### config.mk
export PLATFORM = sky130hd
export DESIGN_NAME = dvp_config_master
export DESIGN_NICKNAME = d
export VERILOG_FILES = /design/src/rtl/dvp_conf_pkg.sv /design/src/rtl/conf_txn_timer.sv /design/src/rtl/dvp_config_master.sv
export SDC_FILE = /design/constraint.sdc
export NUM_CORES = 1
export LEC_CHECK = 0
export CORE_ASPECT_RATIO = 1.1
export CORE_MARGIN = 10
export CORE_UTILIZATION = 44
export CTS_CLUSTER_SIZE = 10
export DETAILED_ROUTE_END_ITERATION = 8
export GPL_TIMING_DRIVEN = 0
export PLACE_DENSITY_LB_ADDON = 0.05
export RECOVER_POWER = 25
export SLEW_MARGIN = 25
export SYNTH_ARGS = -nofsm -noshare
export SYNTH_HDL_FRONTEND = slang
export SYNTH_HIERARCHICAL = 1
export SYNTH_SLANG_ARGS = --single-unit
### constraint.sdc
create_clock -name clk -period 7.6 [get_ports clk]
set_clock_uncertainty 0.2 [all_clocks]
set_input_delay 1.9 -clock clk [delete_from_list [all_inputs] [get_ports clk]]
set_output_delay 1.9 -clock clk [all_outputs]
set_load 0.01 [all_outputs]
### src/rtl/dvp_conf_pkg.sv
// Shared definitions for the DVP configuration master.
//   state_e      : FSM state encodings
//   RESP_*       : response codes returned to the local controller
//   REG_*_OFS    : DVP register byte offsets
//   tmr_width()  : watchdog counter width for a given cycle limit
package dvp_conf_pkg;

    typedef enum logic [2:0] {
        ST_IDLE    = 3'd0,
        ST_WR_REQ  = 3'd1,
        ST_WR_RESP = 3'd2,
        ST_RD_REQ  = 3'd3,
        ST_RD_RESP = 3'd4,
        ST_RSP     = 3'd5,
        ST_HALT    = 3'd6
    } state_e;

    localparam logic [1:0] RESP_OK     = 2'b00;
    localparam logic [1:0] RESP_TMO    = 2'b10;
    localparam logic [1:0] RESP_MAPERR = 2'b11;

    localparam logic [31:0] REG_STATUS_OFS  = 32'h0000_0000;
    localparam logic [31:0] REG_SCALER_OFS  = 32'h0000_0004;
    localparam logic [31:0] REG_PIXBASE_OFS = 32'h0000_0008;

    // A disabled watchdog (limit 0) still gets a 1-bit counter so no zero-width vector appears.
    function automatic int unsigned tmr_width(input int unsigned limit);
        return (limit > 0) ? $clog2(limit + 1) : 1;
    endfunction

endpackage

### src/rtl/conf_txn_timer.sv
// Transaction watchdog counter.
//   clk, rst_n : clock, async active-low reset
//   clr        : restart the count (priority over en)
//   en         : count this cycle
//   expire     : combinational; high in the cycle whose increment reaches TIMEOUT_CYC
module conf_txn_timer
    import dvp_conf_pkg::*;
#(
    parameter int unsigned TIMEOUT_CYC = 256
) (
    input  logic clk,
    input  logic rst_n,
    input  logic clr,
    input  logic en,
    output logic expire
);

    localparam int unsigned CNT_W = tmr_width(TIMEOUT_CYC);
    localparam int unsigned LIMIT = (TIMEOUT_CYC > 0) ? TIMEOUT_CYC - 1 : 0;
    localparam bit          ARMED = (TIMEOUT_CYC > 0);

    logic [CNT_W-1:0] cnt_q;
    logic [CNT_W-1:0] cnt_d;

    // Next count
    always_comb begin
        cnt_d = cnt_q;
        if (clr) begin
            cnt_d = '0;
        end else if (en) begin
            cnt_d = cnt_q + CNT_W'(1);
        end
    end

    always_ff @(posedge clk or negedge rst_n) begin
        if (!rst_n) begin
            cnt_q <= '0;
        end else begin
            cnt_q <= cnt_d;
        end
    end

    // Fire one cycle early so the FSM lands in RSP on the edge the count reaches the limit.
    assign expire = ARMED && en && (cnt_q == CNT_W'(LIMIT));

endmodule

### src/rtl/dvp_config_master.sv
// AXI4 single-beat register initiator for the DVP/scaler subsystem.
//   cmd_*   : command from the local controller (valid/ready)
//   rsp_*   : response to the controller (valid/ready), held stable until accepted
//   m_aw*/m_w*/m_b* : AXI write channels
//   m_ar*/m_r*      : AXI read channels
//   timeout_err_o   : sticky watchdog flag; the block halts until reset
module dvp_config_master
    import dvp_conf_pkg::*;
#(
    parameter int unsigned ADDR_W       = 32,
    parameter int unsigned DATA_W       = 32,
    parameter int unsigned MST_ID_W     = 5,
    parameter int unsigned MST_ID       = 0,
    parameter int unsigned TRANS_RESP_W = 2,
    parameter int unsigned TIMEOUT_CYC  = 256
) (
    input  logic                    clk,
    input  logic                    rst_n,
    input  logic                    cmd_valid_i,
    output logic                    cmd_ready_o,
    input  logic                    cmd_wr_i,
    input  logic [ADDR_W-1:0]       cmd_addr_i,
    input  logic [DATA_W-1:0]       cmd_wdata_i,
    output logic                    rsp_valid_o,
    input  logic                    rsp_ready_i,
    output logic                    rsp_wr_o,
    output logic [DATA_W-1:0]       rsp_rdata_o,
    output logic [TRANS_RESP_W-1:0] rsp_resp_o,
    output logic [MST_ID_W-1:0]     m_awid_o,
    output logic [ADDR_W-1:0]       m_awaddr_o,
    output logic                    m_awvalid_o,
    input  logic                    m_awready_i,
    output logic [DATA_W-1:0]       m_wdata_o,
    output logic                    m_wvalid_o,
    input  logic                    m_wready_i,
    input  logic [TRANS_RESP_W-1:0] m_bresp_i,
    input  logic                    m_bvalid_i,
    output logic                    m_bready_o,
    output logic [MST_ID_W-1:0]     m_arid_o,
    output logic [ADDR_W-1:0]       m_araddr_o,
    output logic                    m_arvalid_o,
    input  logic                    m_arready_i,
    input  logic [DATA_W-1:0]       m_rdata_i,
    input  logic                    m_rvalid_i,
    output logic                    m_rready_o,
    output logic                    timeout_err_o
);

    state_e                  state_q,       state_d;
    logic [ADDR_W-1:0]       addr_q,        addr_d;
    logic [DATA_W-1:0]       wdata_q,       wdata_d;
    logic                    awvalid_q,     awvalid_d;
    logic                    wvalid_q,      wvalid_d;
    logic                    arvalid_q,     arvalid_d;
    logic                    rsp_valid_q,   rsp_valid_d;
    logic                    rsp_wr_q,      rsp_wr_d;
    logic [DATA_W-1:0]       rsp_rdata_q,   rsp_rdata_d;
    logic [TRANS_RESP_W-1:0] rsp_resp_q,    rsp_resp_d;
    logic                    timeout_err_q, timeout_err_d;

    logic tmr_clr_c;
    logic tmr_en_c;
    logic tmr_expire_c;
    logic abort_c;
    logic aw_done_c;
    logic w_done_c;

    conf_txn_timer #(
        .TIMEOUT_CYC (TIMEOUT_CYC)
    ) u_timer (
        .clk    (clk),
        .rst_n  (rst_n),
        .clr    (tmr_clr_c),
        .en     (tmr_en_c),
        .expire (tmr_expire_c)
    );

    // Per-channel completion for the write request phase (already done, or handshaking now)
    assign aw_done_c = !awvalid_q || m_awready_i;
    assign w_done_c  = !wvalid_q  || m_wready_i;

    // Next-state and registered-output logic
    always_comb begin
        state_d       = state_q;
        addr_d        = addr_q;
        wdata_d       = wdata_q;
        awvalid_d     = awvalid_q;
        wvalid_d      = wvalid_q;
        arvalid_d     = arvalid_q;
        rsp_valid_d   = rsp_valid_q;
        rsp_wr_d      = rsp_wr_q;
        rsp_rdata_d   = rsp_rdata_q;
        rsp_resp_d    = rsp_resp_q;
        timeout_err_d = timeout_err_q;
        tmr_clr_c     = 1'b0;
        tmr_en_c      = 1'b0;
        abort_c       = 1'b0;

        case (state_q)
            ST_IDLE: begin
                if (cmd_valid_i) begin
                    tmr_clr_c = 1'b1;
                    addr_d    = cmd_addr_i;
                    wdata_d   = cmd_wdata_i;
                    rsp_wr_d  = cmd_wr_i;
                    if (cmd_wr_i) begin
                        awvalid_d = 1'b1;
                        wvalid_d  = 1'b1;
                        state_d   = ST_WR_REQ;
                    end else begin
                        arvalid_d = 1'b1;
                        state_d   = ST_RD_REQ;
                    end
                end
            end
            ST_WR_REQ: begin
                tmr_en_c = 1'b1;
                if (m_awready_i) awvalid_d = 1'b0;
                if (m_wready_i)  wvalid_d  = 1'b0;
                if (aw_done_c && w_done_c) begin
                    state_d = ST_WR_RESP;
                end else begin
                    abort_c = tmr_expire_c;
                end
            end
            ST_WR_RESP: begin
                tmr_en_c = 1'b1;
                if (m_bvalid_i) begin
                    rsp_resp_d  = m_bresp_i;
                    rsp_rdata_d = '0;
                    rsp_valid_d = 1'b1;
                    state_d     = ST_RSP;
                end else begin
                    abort_c = tmr_expire_c;
                end
            end
            ST_RD_REQ: begin
                tmr_en_c = 1'b1;
                if (m_arready_i) begin
                    arvalid_d = 1'b0;
                    state_d   = ST_RD_RESP;
                end else begin
                    abort_c = tmr_expire_c;
                end
            end
            ST_RD_RESP: begin
                tmr_en_c = 1'b1;
                if (m_rvalid_i) begin
                    rsp_rdata_d = m_rdata_i;
                    rsp_resp_d  = TRANS_RESP_W'(RESP_OK);
                    rsp_valid_d = 1'b1;
                    state_d     = ST_RSP;
                end else begin
                    abort_c = tmr_expire_c;
                end
            end
            ST_RSP: begin
                if (rsp_ready_i) begin
                    rsp_valid_d = 1'b0;
                    state_d     = timeout_err_q ? ST_HALT : ST_IDLE;
                end
            end
            ST_HALT: begin
                state_d = ST_HALT;
            end
            default: begin
                state_d = ST_IDLE;
            end
        endcase

        // Watchdog abort: withdraw every request and report a timeout
        if (abort_c) begin
            awvalid_d     = 1'b0;
            wvalid_d      = 1'b0;
            arvalid_d     = 1'b0;
            rsp_resp_d    = TRANS_RESP_W'(RESP_TMO);
            rsp_rdata_d   = '0;
            rsp_valid_d   = 1'b1;
            timeout_err_d = 1'b1;
            state_d       = ST_RSP;
        end
    end

    always_ff @(posedge clk or negedge rst_n) begin
        if (!rst_n) begin
            state_q       <= ST_IDLE;
            addr_q        <= '0;
            wdata_q       <= '0;
            awvalid_q     <= 1'b0;
            wvalid_q      <= 1'b0;
            arvalid_q     <= 1'b0;
            rsp_valid_q   <= 1'b0;
            rsp_wr_q      <= 1'b0;
            rsp_rdata_q   <= '0;
            rsp_resp_q    <= '0;
            timeout_err_q <= 1'b0;
        end else begin
            state_q       <= state_d;
            addr_q        <= addr_d;
            wdata_q       <= wdata_d;
            awvalid_q     <= awvalid_d;
            wvalid_q      <= wvalid_d;
            arvalid_q     <= arvalid_d;
            rsp_valid_q   <= rsp_valid_d;
            rsp_wr_q      <= rsp_wr_d;
            rsp_rdata_q   <= rsp_rdata_d;
            rsp_resp_q    <= rsp_resp_d;
            timeout_err_q <= timeout_err_d;
        end
    end

    // Handshake readies are pure state decodes
    assign cmd_ready_o   = (state_q == ST_IDLE);
    assign m_bready_o    = (state_q == ST_WR_RESP);
    assign m_rready_o    = (state_q == ST_RD_RESP);

    assign m_awid_o      = MST_ID_W'(MST_ID);
    assign m_arid_o      = MST_ID_W'(MST_ID);
    assign m_awaddr_o    = addr_q;
    assign m_araddr_o    = addr_q;
    assign m_wdata_o     = wdata_q;
    assign m_awvalid_o   = awvalid_q;
    assign m_wvalid_o    = wvalid_q;
    assign m_arvalid_o   = arvalid_q;
    assign rsp_valid_o   = rsp_valid_q;
    assign rsp_wr_o      = rsp_wr_q;
    assign rsp_rdata_o   = rsp_rdata_q;
    assign rsp_resp_o    = rsp_resp_q;
    assign timeout_err_o = timeout_err_q;

endmodule

* After elaboration in Yosys (flattened, before gate mapping)
Index checks and enable logic that the tools add are counted.
** Cells by class
- $add $sub $neg :: 1
- Equality and inequality tests :: 17
- Multiplexer cells :: 46
- Reductions and logical operators :: 20
** Operators with widths (count)
- 2-to-1 mux 32 bit :: 3
- one-hot mux 32 bit (2 select lines) :: 1
- 2-to-1 mux 3 bit :: 8
- 2-to-1 mux 1 bit :: 21
- one-hot mux 3 bit (7 select lines) :: 1
- 2-to-1 mux 9 bit :: 2
- AND reduction 4 bit :: 4
- inequality test 3 bit (second input constant) :: 5
- inequality test 3 x 2 -> 1 bit (second input constant) :: 4
- adder 9 x 1 -> 9 bit (second input constant) :: 1
- equality test 3 bit (second input constant) :: 3
- equality test 9 x 8 -> 1 bit (second input constant) :: 1
- nonzero test 3 bit :: 3
- 2-to-1 mux 2 bit :: 4
- equality test 3 x 2 -> 1 bit (second input constant) :: 2
- one-hot mux 1 bit (2 select lines) :: 3
- AND reduction 6 bit :: 1
- one-hot mux 1 bit (4 select lines) :: 1
- one-hot mux 2 bit (2 select lines) :: 1
- nonzero test 4 bit :: 1
- OR reduction 4 bit :: 1
- equality test 3 x 1 -> 1 bit (second input constant) :: 1
- logical NOT 3 bit :: 1
- inequality test 3 x 1 -> 1 bit (second input constant) :: 1
- other kinds (7) :: 10
** Storage, ports and cells
- Register bits after elaboration :: 116
- Input port bits :: 108
- Output and inout port bits :: 149
- Word-level logic and storage cells :: 96

* Longest topological paths before layout
Gate-level depths: netlist of run 1.
- Word-level depth :: 8
- Depth in mapped cells :: 12
- Gate-level depth less buffers :: 9

* Cells and area by module
The synthesis of run 1 kept the hierarchy.
** Modules (own cells, without submodules)
- dvp_config_master :: times used 1, cells each 534, area each 4901.0 um2, seq. area each 2677.6 um2
- conf_txn_timer :: times used 1, cells each 45, area each 446.7 um2, seq. area each 225.2 um2

* Least setup slack after synthesis of run 1
OpenSTA, ideal clock, no wires.
- Path type :: input to register
- Start :: input port m_rvalid_i
- End :: register rsp_rdata_q[10] (netlist: rsp_rdata_o[10])
- Library setup time :: 79 ps
- Arrival :: 2836 ps
- Required time :: 7321 ps
- Setup slack :: 4485 ps
- Cell stages on the path :: 6
- Path buffers :: 2
- Cells stage by stage :: nand3b_1 > a21oi_1 > nand4b_2 > buf_6 > buf_12 > mux2i_1
** Between the ends
- Longest elaborated chain between the ends :: 4
- Elaborated cells between the ends (all ways) :: 7
- Classes of those cells :: eq/ne: 2; mux: 3; reduce/logical: 2
** RTL lines
- from (decl) :: RTL line dvp_config_master.sv:44 : input logic m_rvalid_i,
- 2-to-1 mux 1 bit :: RTL line dvp_config_master.sv:148 : if (m_rvalid_i) begin
- one-hot mux 1 bit (4 select lines) :: RTL line dvp_config_master.sv:99 : case (state_q)
- inequality test 3 x 2 -> 1 bit (no source line) / nonzero test 3 bit (equally long branches)
- AND reduction 3 bit (no source line)
- to (signal assigned) :: RTL line dvp_config_master.sv:206 : rsp_rdata_q <= rsp_rdata_d;
- to (decl) :: RTL line dvp_config_master.sv:57 : logic [DATA_W-1:0] rsp_rdata_q, rsp_rdata_d;
Parallel ways exist; a longest one is shown, timed or not.
A chain may end at the register's enable or synchronous reset.

==> results of run 1 <==
## Yosys cell counts (3+ instances only)
library cell,number
nand4_1,5
o21ai_0,9
nand3b_1,4
inv_1,36
buf_2,10
buf_4,46
or3_1,5
dfrtp_1,116
nand3_1,7
nor2_1,9
nand2b_1,3
xor2_1,3
a21oi_1,7
clkbuf_1,8
buf_12,3
nor2b_1,5
nand2_1,237
mux2i_1,33
## registers in the layout (all words and copies together) (netlist names)
signal	flops
rsp_wr_o	1
rsp_valid_o	1
m_wdata_o	32
m_awvalid_o	1
rsp_resp_o	2
m_araddr_o	32
u_timer/cnt_q	9
m_wvalid_o	1
rsp_rdata_o	32
m_arvalid_o	1
state_q	3
timeout_err_o	1
## per-layer routing
| layer | share of wire [%] | routed length (um) | vias to the layer above | GRT usage, % |
|---|---|---|---|---|
| met1 | 39 | 6640 | 2219 | 22.1 |
| met4 | 0.82 | 140 | 0 | 4.55 |
| met5 | 0 | 0 | - | 0 |
| li1 | - | - | 2316 | - |
| met3 | 9.2 | 1580 | 12 | 8.57 |
| met2 | 51 | 8700 | 168 | 33.1 |
## placed cells by master (no fill, tap or decap), types with 5 or more instances in the layout
| cell | count |
|---|---|
| a21oi_1 | 7 |
| buf_2 | 10 |
| buf_4 | 46 |
| clkbuf_1 | 11 |
| clkbuf_16 | 17 |
| clkbuf_8 | 7 |
| clkdlybuf4s50_1 | 245 |
| conb_1 | 10 |
| dfrtp_1 | 116 |
| inv_1 | 36 |
| mux2i_1 | 33 |
| nand2_1 | 237 |
| nand3_1 | 7 |
| nand4_1 | 5 |
| nor2_1 | 9 |
| nor2b_1 | 5 |
| o21ai_0 | 9 |
| or3_1 | 5 |
## through the flow
step / setup slack (ns) / instances / util, % / TNS [ns] / hold WS, ns
global placement: -0.120 / 988 / 67.1 / -12.85 / 0.257
detailed placement: 3.75 / 989 / 67.3 / 0 / 0.261
global route: 2.29 / 1019 / 71.8 / 0 / 0.290
floorplan: 4.49 / 588 / - / 0 / 0.311
CTS: 3.43 / 1019 / 71.9 / 0 / 0.274
finish: 2.88 / 1019 / 71.8 / 0 / 0.271
## final timing paths
kind                                   end  slack [ns]
max in group clk                m_bready_o        3.41
min in group asynchronous   rsp_rdata_o[2]        2.41
hold / removal               m_wdata_o[26]        0.27
setup / recovery               m_awvalid_o        2.88
setup reg to reg           rsp_rdata_o[12]        4.61
hold reg to reg              m_wdata_o[26]        0.27
## power by group
group / total (mW) / leakage [nW] / switching [mW] / internal, mW
clock: 0.729 / 0.278 / 0.258 / 0.471
combinational: 1.71 / 2.26 / 0.759 / 0.951
sequential: 1.08 / 1.49 / 0.188 / 0.896
total: 3.52 / 4.03 / 1.21 / 2.32
## logic make-up (layout without fill, tap and decap cells)
| kind of cell | count (synthesis) | in the layout |
|---|---|---|
| DFF | 116 | 116 |
| AOI/OAI and AO/OA | 28 | 28 |
| other | 1 | 10 |
| buffers and inverters | 106 | 383 |
| muxes | 33 | 33 |
| adders and majority gates | 2 | 2 |
| and+or+nand+nor | 289 | 289 |
| xor gates and xnor gates | 4 | 4 |
## layout make-up
| type | count | share of cell area, % |
|---|---|---|
| Tap cell | 154 | 2.24 |
| Clock buffer | 26 | 6.15 |
| Multi-Input combinational cell | 366 | 21.3 |
| Sequential cell | 116 | 33.7 |
| Clock inverter | 4 | 0.233 |
| Buffer | 69 | 5.81 |
| Inverter | 37 | 1.67 |
| Timing Repair Buffer | 247 | 28.9 |
## worst register-to-register path: cells and delay by family (launching register included)
kind / cells / cell delay, ns
buffers and inverters: 4 / 0.78
flip-flops: 1 / 0.46
AND/OR/NAND/NOR: 4 / 0.81
AO/OA/AOI/OAI: 2 / 0.43
multiplexers: 1 / 0.21
==> qor.yml, run 1 <==
status: "finished, violations left"
violations: "capacitance limit, slew limit"
setup_viol: 0
p_total_mw: 3.52
hold_buffers: 0
max_stage_delay_ns: 2.31
fillerInstances: 911
path_clk_slew_ns: 0.05
crit_family: "buffers and inverters"
ant_nets: 0
clk_latency_ns: 0.40
grt_max_degree: 61
num_rows: 42
via_count: 4715
syn_avg_cell_area_um2: 9.24
min-delay-start: "m_wdata_o[26]"
boundaryPins: 257
period_minus_slack_ns: 4.72
synth_top_family_by_area: "simple AND/OR/NAND/NOR gates"
synthTopCellsByArea: "dfrtp_1, nand2_1, buf_4"
synth-main-ff-cell: "dfrtp_1"
die_h_um: 136
async_reset_ff_share_pct: 100
worstReg2RegStart: "state_q[1]"
final_layout_size_suffix_gt1_share_pct: 11.1
slew_violations: 60
worst_hold_path_type: "flop to flop"
synth_compound_area_share_pct: 3.23
core_um2: 12000
max_freq_mhz: 212
tightest_slew_ns: 3.34
maxCapViolations: 1
drtPass1Iterations: 4
synth_simple_gate_area_share_pct: 23.1
grt_pass1_wl_um: 26800
whs_path_depth: 2
critPathCaptureType: "asynchronous set/reset pin"
crit_cells: 1
synth_edf_count: 0
cts-root-buf: "clkbuf_16"
grt_pass1_vias: 4904
worstSetupPathType: "primary input to asynchronous set/reset pin"
multi_input_area_um2: 1830
grt_use_total_pct: 19.4
synth_mux_area_share_pct: 6.18
synth_top_area_share_pct: 54.3
p_leak_nw: 4.03
relSlewSlack_pct: -123
area_growth_pct: 60.9
synthCells: 579
drc: 0
synth_cell_type_count: 48
start_kind: "primary input"
synth.ff_latch_count: 116
synth_top_area_cell: "dfrtp_1"
numPortBuffers: 246
crit_slowest_cell: "clkbuf_1"
wl_per_cell_um: 16.7
antenna_found_initial: 0
start_util_pct: 44.6
synth_xor_area_share_pct: 0.655
post-route-period-util_pct: 62.1
nets: 964
crit_path_start: "rst_n"
synth_area_um2: 5350
cts_setup_buffers: 0
hold_viol_final: 0
drtIter0Drc: 276
cts_tree: "done"
diodes: 0
final-seq-area_um2: 2900
hpwlAfterDp_um: 13200
design_area_um2: 8610
placed_cell_area_um2: 8070
drt_wl_total_um: 17100
vias_per_cell: 4.63
cts.sinks: 116
die_width_um: 125
worstPathRequired_ns: 7.15
crit_buf_inv: 1
cts_buffers: 17
yosysWarningCount: 6
critPathMaxFanout: 60
overflow: 0
worstPathArrival_ns: 4.26
synth_adder_area_share_pct: 0.468
powerDensity_nw_per_um2: 409
rsz0062_at_grt: "no"
path_cells: "clkbuf_1"
die_area_um2: 17000
yosysSeqAreaShare_pct: 54.3
clock_path_buffers: 2
htreeDepth: 4
ir_worst_vdd_mv: 0.240
reg2reg_depth: 11
post_cts_resized: 0
gp_congestion: 0.811
Note: power is estimated with default switching activity, not from simulation.
==> run 2, diff against run 1 <==
CORE_UTILIZATION = 37   (was 44)
clock period = 3.85 ns   (was 7.6 ns; I/O delays follow)
==> qor.yml, run 2 (synthesis gave the netlist of run 1 again) <==
max_freq_mhz: 307
via_count: 4715  # unchanged
numPortBuffers: 246  # unchanged
violations: "capacitance limit, slew limit"
combPwrFrac_pct: 48.6  # about the same
net-switching-power_mw: 2.35  # +95%
vias_per_cell: 4.47  # -3.4%
wl_met2_um: 8240  # -5.3%
hpwlAfterDp_um: 13200  # about the same
fin_util_pct: 60.5  # -11 points
boundaryPins: 257  # unchanged
final_layout_size_suffix_gt1_share_pct: 10.9  # -0.21 points
post-place-ws_ns: 0.942  # -2.81 ns
die_width_um: 135  # +7.6%
htreeDepth: 4  # unchanged
p_leak_nw: 4.03  # about the same
maxCapViolations: 1  # unchanged
power_switching_share_pct: 34.1  # -0.12 points
drtPass1Iterations: 4  # unchanged
die_area_um2: 19700  # +16%
rsz0062_at_grt: "no"
layout_commonest_cell: "clkdlybuf4s50_1"
start_util_pct: 37.5  # -7.2 points
ant_nets: 0  # unchanged
grt_max_degree: 62  # +1.6%
wl_per_cell_um: 15.9  # -5.2%
wl_met3_um: 1560  # -0.82%
area_growth_pct: 61.5
tightest_slew_ns: 2.66  # -0.685 ns
setup_viol: 0  # unchanged
cts-root-buf: "clkbuf_16"
slew_violations: 56  # -6.7%
diodes: 0  # unchanged
worstPathRequired_ns: 2.69  # -4.46 ns
placed_cell_area_um2: 8120  # +0.64%
ir_worst_vdd_mv: 0.364  # +52%
cts_tree: "done"
worst_hold_path_type: "flop to flop"
drc: 0  # unchanged
post-route-period-util_pct: 84.6
worstSetupPathType: "flop to output port"
grt_pass1_wl_um: 26800  # +0.16%
num_rows: 46  # +9.5%
wl_met1_um: 6570  # -1.1%
grt_pass1_vias: 4998  # +1.9%
path_clk_slew_ns: 0.05  # about the same
hold_buffers: 0  # unchanged
status: "finished, violations left"
antenna_found_initial: 0  # unchanged
grt_use_total_pct: 17.2  # -2.2 points
die_h_um: 146  # +7.7%
relSlewSlack_pct: -77.4  # +45 points
design_area_um2: 8630  # +0.32%
cts_buffers: 17  # unchanged
gp_congestion: 0.805  # -0.74%
critPathMaxFanout: 10  # -83%
p_total_mw: 6.89  # +96%
cts.sinks: 116  # unchanged
core_um2: 14300  # +19%
hold_viol_final: 0  # unchanged
worstPathArrival_ns: 2.09  # -2.17 ns
powerDensity_nw_per_um2: 798  # +95%
layout_common_cells: "clkdlybuf4s50_1, nand2_1, dfrtp_1, buf_4, inv_1"
p_int_mw: 4.54  # +96%
clk_latency_ns: 0.41  # about the same
start_kind: "flop"
fin_ws_ns: 0.593  # -2.29 ns
clockPowerShare_pct: 20.3  # -0.4 points
drtIter0Drc: 211  # -24%
period_minus_slack_ns: 3.26
nets: 964  # unchanged
cts_setup_buffers: 0  # unchanged
critPathCaptureType: "output port"
drt_wl_total_um: 16700  # -1.9%
post_cts_resized: 0  # unchanged
overflow: 0  # unchanged
dr.max_layer_used: "met4"
clock_path_buffers: 2  # unchanged
pwr-share-seq_pct: 31.0  # +0.2 points
[run 2: worst max-delay path: stages, from the launching register on]
cell             delay (ns)
dfrtp_1                0.47
clkbuf_1               0.35
nand2b_1               0.15
nor2_1                 0.11
clkdlybuf4s50_1        0.61
[run 2: power by group through the flow]
stage | registers [mW] | logic [mW] | clock network, mW
after global placement | 2.13 | 3.34 | 0
after global routing | 2.22 | 3.68 | 1.49
after detailed placement | 2.16 | 3.40 | 0
after floorplan | 2.34 | 1.36 | 0
after CTS | 2.15 | 3.42 | 1.44
final | 2.14 | 3.35 | 1.40
[run 2: layout make-up]
type                            instances  area (um2)
Buffer                                 69         500
Tap cell                              192         240
Multi-Input combinational cell        366        1830
Inverter                               37         144
Timing Repair Buffer                  247        2490
Clock inverter                          7        60.1
Clock buffer                           21         460
Fill cell                            1272        5640
Sequential cell                       116        2900
[run 2: metal layers]
metal | vias up | global-route usage, %
li1 | 2314 | -
met3 | 26 | 7.48
met1 | 2196 | 18.9
met4 | 0 | 7.24
met2 | 179 | 28.4
met5 | - | 0
[run 2: metrics by stage]
| step | hold WS (ns) | setup TNS [ns] | cells |
|---|---|---|---|
| after detailed placement | 0.261 | 0 | 1027 |
| after CTS | 0.274 | 0 | 1055 |
| after global routing | 0.292 | 0 | 1055 |
| final | 0.269 | 0 | 1055 |
| after floorplan | 0.311 | 0 | 588 |
| after global placement | 0.259 | -360.71 | 1026 |
[run 2: worst paths after layout]
path	cells after the start	from	to	slack, ns
worst max register to register	9	state_q[1]	state_q[0]	0.95
worst min register to register	2	m_wdata_o[26]	m_wdata_o[26]	0.27
worst max-delay path	4	state_q[1]	m_bready_o	0.59
min in group asynchronous	1	rst_n	rsp_rdata_o[3]	1.21
max in group asynchronous	1	rst_n	m_wdata_o[26]	0.69
worst min-delay path	2	m_wdata_o[26]	m_wdata_o[26]	0.27
